[config.mk]
export PLATFORM = sky130hd
export DESIGN_NAME = axil_arbiter_wr
export DESIGN_NICKNAME = d
export VERILOG_FILES = /design/src/rtl/axil_pkg.sv /design/src/rtl/axil_arb_picker.sv /design/src/rtl/axil_arbiter_wr.sv
export SDC_FILE = /design/constraint.sdc
export NUM_CORES = 1
export LEC_CHECK = 0
export ABC_AREA = 1
export CELL_PAD_IN_SITES_DETAIL_PLACEMENT = 1
export CELL_PAD_IN_SITES_GLOBAL_PLACEMENT = 2
export CORE_MARGIN = 5
export CORE_UTILIZATION = 17
export DETAILED_ROUTE_END_ITERATION = 8
export GPL_TIMING_DRIVEN = 0
export PLACE_DENSITY_LB_ADDON = 0.1
export SETUP_SLACK_MARGIN = 0.02
export SYNTH_ARGS = -nofsm -noshare
export SYNTH_HDL_FRONTEND = slang
export SYNTH_SLANG_ARGS = --single-unit
[constraint.sdc]
create_clock -name aclk -period 1 [get_ports aclk]
set_input_delay 0.2 -clock aclk [delete_from_list [all_inputs] [get_ports aclk]]
set_output_delay 0.2 -clock aclk [all_outputs]
set_load 0.005 [all_outputs]
[src/rtl/axil_pkg.sv]
// Shared AXI-Lite interconnect parameters, arbiter state encoding and helpers.
package axil_pkg;

   localparam int NUMBER_MASTER  = 4;
   localparam int AXI_ADDR_WIDTH = 32;
   localparam int AXI_DATA_WIDTH = 32;
   localparam int MASTER_IDX_W   = (NUMBER_MASTER > 1) ? $clog2(NUMBER_MASTER) : 1;

   typedef enum logic [1:0] {WR_IDLE, WR_GRANT, WR_RESP} axil_arb_wr_state_t;

   function automatic logic [MASTER_IDX_W-1:0] onehot_to_idx(input logic [NUMBER_MASTER-1:0] oh);
      onehot_to_idx = '0;
      for (int i = 0; i < NUMBER_MASTER; i++) begin
         if (oh[i]) onehot_to_idx = MASTER_IDX_W'(i);
      end
   endfunction

endpackage

[src/rtl/axil_arb_picker.sv]
// Combinational request-to-one-hot selector; the search begins at start_i and wraps.
// Tie start_i to zero for plain lowest-index-wins priority.
module axil_arb_picker #(
   parameter int N     = 4,
   parameter int IDX_W = 2
) (
   input  logic [N-1:0]     req_i,
   input  logic [IDX_W-1:0] start_i,
   output logic [N-1:0]     grant_o
);

   int   idx;
   logic found;

   always_comb begin
      grant_o = '0;
      found   = 1'b0;
      idx     = 0;
      for (int off = 0; off < N; off++) begin
         idx = (int'(start_i) + off) % N;
         if (!found && req_i[idx]) begin
            found        = 1'b1;
            grant_o[idx] = 1'b1;
         end
      end
   end

endmodule

[src/rtl/axil_arbiter_wr.sv]
// AXI-Lite write-channel arbiter: holds a one-hot grant for one AW/W/B transaction.
// Build option AXIL_ARB_WR_ROUND_ROBIN_EN selects round-robin instead of fixed priority.
//
// state    | meaning
// ---------+-----------------------------------------------------------
// WR_IDLE  | no grant; arbitrate among pending AW/W requests
// WR_GRANT | grant held; waiting for both AW and W handshakes (any order)
// WR_RESP  | AW and W done; waiting for the B handshake to release
module axil_arbiter_wr
   import axil_pkg::*;
(
   input  logic                     aclk,
   input  logic                     areset,
   input  logic [NUMBER_MASTER-1:0] m_axil_awvalid,
   input  logic [NUMBER_MASTER-1:0] m_axil_wvalid,
   input  logic                     s_axil_awvalid,
   input  logic                     s_axil_awready,
   input  logic                     s_axil_wvalid,
   input  logic                     s_axil_wready,
   input  logic                     s_axil_bvalid,
   input  logic                     s_axil_bready,
   output logic [NUMBER_MASTER-1:0] grant_wr,
   output logic                     wr_busy
);

   axil_arb_wr_state_t       state_q, state_d;
   logic [NUMBER_MASTER-1:0] grant_q, grant_d;
   logic                     aw_done_q, aw_done_d;
   logic                     w_done_q, w_done_d;

   logic [NUMBER_MASTER-1:0] req;
   logic [NUMBER_MASTER-1:0] pick_grant;
   logic [MASTER_IDX_W-1:0]  pick_start;
   logic                     aw_hs, w_hs, b_hs;

   assign req   = m_axil_awvalid | m_axil_wvalid;
   assign aw_hs = s_axil_awvalid & s_axil_awready;
   assign w_hs  = s_axil_wvalid & s_axil_wready;
   assign b_hs  = s_axil_bvalid & s_axil_bready;

`ifdef AXIL_ARB_WR_ROUND_ROBIN_EN
   logic [MASTER_IDX_W-1:0] last_grant_q, last_grant_d;

   always_comb begin
      last_grant_d = last_grant_q;
      if (state_q == WR_IDLE && (|req)) last_grant_d = onehot_to_idx(pick_grant);
   end

   assign pick_start = (last_grant_q == MASTER_IDX_W'(NUMBER_MASTER - 1)) ?
                       '0 : last_grant_q + MASTER_IDX_W'(1);

   always_ff @(posedge aclk) begin
      if (areset) last_grant_q <= '0;
      else        last_grant_q <= last_grant_d;
   end
`else
   assign pick_start = '0;
`endif

   axil_arb_picker #(
      .N     (NUMBER_MASTER),
      .IDX_W (MASTER_IDX_W)
   ) u_picker (
      .req_i   (req),
      .start_i (pick_start),
      .grant_o (pick_grant)
   );

   always_comb begin
      state_d   = state_q;
      grant_d   = grant_q;
      aw_done_d = aw_done_q;
      w_done_d  = w_done_q;
      unique case (state_q)
         WR_IDLE: begin
            grant_d = '0;
            if (|req) begin
               grant_d   = pick_grant;
               aw_done_d = 1'b0;
               w_done_d  = 1'b0;
               state_d   = WR_GRANT;
            end
         end
         WR_GRANT: begin
            aw_done_d = aw_done_q | aw_hs;
            w_done_d  = w_done_q | w_hs;
            if ((aw_done_q | aw_hs) && (w_done_q | w_hs)) state_d = WR_RESP;
         end
         WR_RESP: begin
            if (b_hs) begin
               grant_d = '0;
               state_d = WR_IDLE;
            end
         end
         default: begin
            grant_d = '0;
            state_d = WR_IDLE;
         end
      endcase
   end

   always_ff @(posedge aclk) begin
      if (areset) begin
         state_q   <= WR_IDLE;
         grant_q   <= '0;
         aw_done_q <= 1'b0;
         w_done_q  <= 1'b0;
      end else begin
         state_q   <= state_d;
         grant_q   <= grant_d;
         aw_done_q <= aw_done_d;
         w_done_q  <= w_done_d;
      end
   end

   assign grant_wr = grant_q;
   assign wr_busy  = (state_q != WR_IDLE);

endmodule
==> flow_summary.ini <==
[yosys]
synth_area_sq_um = 358
ys_ff_latch = 8
synth_top_cells_by_count = 11 x nand2_1, 8 x dfxtp_1, 5 x o21ai_0
synth_edf_count = 0
synth.avg_cell_area_sq_um = 7.46
synth_most_common_cell = nand2_1
synth.top_cell.area_share_pct = 44.8
ys_seq_area_share_pct = 44.8
syn-num-nets = 64
ys_warn_count = 0
synth_cells = 48
yosys.cell_types.count = 13
netlist_top_cells_area = dfxtp_1 45%, nand2_1 12%, o21ai_0 7.0%, nand3_1 5.6%, o21ai_2 4.9%
synthArstFlopShare_pct = 0
yosys_most_used_dff = dfxtp_1
yosysTopAreaCell = dfxtp_1

[clocking]
cts_max_path_buffers = 2
clkLatencyLatePin_ns = 0.25
cts-root-buf = clkbuf_4
htreeDepth = 1
cts_made_buffers = 3
holdBufCountCts = 0
clk_pin_slew_ns = 0.06
tritoncts = done
cts.sinks = 8

[hold_path]
whs_endpoint = state_q[0]
worstHoldPathCells = 2
min-delay-start = areset
hold_class = in2reg

[sta]
setup_ws_ns = -0.0670
min_period_over_period_pct = 107
fmaxAchievable_ghz = 0.937
hold_slack_ns = 0.211
tns_ns = -0.0672
hold_violations = 0
slew_violations = 0
fin_skew_ns = 0.00127
rsz0062_at_grt = true
worst_pin_slew_ns = 0.217
setup_violations = 2
slew_headroom_pct = 85.5
fin_crit_ns = 1.07

[run]
drv_cap = 0

[critical_path]
worstRegToRegCells = 5
critPathMaxFanout = 3
reg2reg_to = grant_wr[3]
start_kind = flop
cp.required_ns = 0.80
critical_path_arrival_ns = 0.87
cp-end-kind = output port
reg2reg_slack_ns = 0
critical_path_class = reg2out
rr_startpoint = state_q[1]

[finish]
area_growth_syn_to_layout_pct = 98.6
fillers = 243
layoutNonFillerInstCount = 104
drive_above_1_share_pct = 49.4
final_nets = 95
diodes = 0

[global_route]
grt_antenna_before_repair = 0
grt_overflow = 0
grt_pass1_wl_um = 1930
grt_util_met3_pct = 2.55
globalRouteMet2Util_pct = 13.0
met1_usage_pct = 8.80
grt_usage_pct = 7.66
grt_pass1_vias = 476
grt_max_degree = 6
busiest_layer = met2

[placement]
gp_congestion = 0.674
place_hpwl_um = 900
dp_cells = 95
io_buffers = 20

[route]
drt-initial-drc-count = 3
num_vias = 437
drc = 0
via_per_inst = 4.20
wl_um = 1180
wl_per_cell_um = 11.3
dr.pass1.iters = 3
ant_nets = 0

[die]
start_util_pct = 18.1
die_h_um = 55.9
coreArea_sq_mm = 0.00198
rows = 16
die_area_sq_mm = 0.00312
io_pins = 21
die_x_um = 55.9

[pwr]
p_leak_nw = 0.322
power_density_mw_per_mm2 = 1260
ir_worst_vdd_mv = 0.495

[outcome]
violations = setup timing
status = finished with violations
## worst max-delay path by stage
| stage | start | to | slack (ns) |
|---|---|---|---|
| final | state_q[0] | wr_busy | -0.07 |
| after global routing | state_q[0] | wr_busy | -0.1 |
| after CTS | state_q[1] | wr_busy | -0.07 |
| after detailed placement | areset | grant_wr[2] | -0.35 |
| after global placement | areset | grant_wr[3] | -0.36 |
| after floorplan | state_q[0] | grant_wr[2] | 0.16 |
## cells in the final DEF, fill, tap and decap left out, types with 4 or more instances in the layout
cell type / instances
buf_2: 4
buf_4: 5
clkdlybuf4s50_1: 6
dfxtp_2: 5
dlygate4sd2_1: 8
nand2_1: 6
nand2_2: 4
## cell families after synthesis
kind of cell | count (synthesis) | share of synthesized area [%]
AOI/OAI and AO/OA | 14 | 24.5
buffers and inverters | 4 | 4.19
DFF | 8 | 44.8
and+or+nand+nor | 22 | 26.6
## routing by layer
metal / vias up / part of all wire [%] / routed length [um]
li1: 221 / - / -
met1: 197 / 46 / 541
met2: 17 / 47 / 552
met3: 2 / 6.2 / 73
met4: 0 / 0.85 / 10
met5: - / 0 / 0
## stage by stage
stage | cell area, sq um | util (%) | worst slack, ns | total power [mW]
after floorplan | 358 | - | 0.161 | 0.451
after global placement | 592 | 29.9 | -0.358 | 0.574
after detailed placement | 592 | 29.9 | -0.353 | 0.573
after CTS | 631 | 31.8 | -0.0733 | 0.835
after global routing | 711 | 35.9 | -0.0984 | 0.946
final | 711 | 35.9 | -0.0670 | 0.898
## what timing repair did
item / CTS / global route
setup endpoints to repair: 12 / 8
pin swaps: 10 / 6
buffers inserted: 3 / 3
gates resized for setup: 41 / 16
## final cells by class
type	instances	area (sq um)	share of cell area, %
tap	27	33.8	4.75
multi-input combinational	36	246	34.7
sequential	8	170	23.9
clock buffer	3	22.5	3.17
inverter	4	15.0	2.11
timing repair buffer	26	223	31.3
## power by group
group | internal (mW) | total (mW) | switching [mW]
registers | 0.348 | 0.368 | 0.0198
logic | 0.148 | 0.280 | 0.131
clock network | 0.138 | 0.251 | 0.114
total | 0.634 | 0.898 | 0.264
## sequential cells by signal, indices dropped and copies added (netlist names)
signal,cells
aw_done_q,1
grant_wr,4
state_q,2
w_done_q,1
## critical path: stages (launching register included)
cell	delay (ns)
dfxtp_4	0.35
nor2_4	0.11
inv_1	0.04
buf_2	0.11
(Power assumes the default switching activity.)
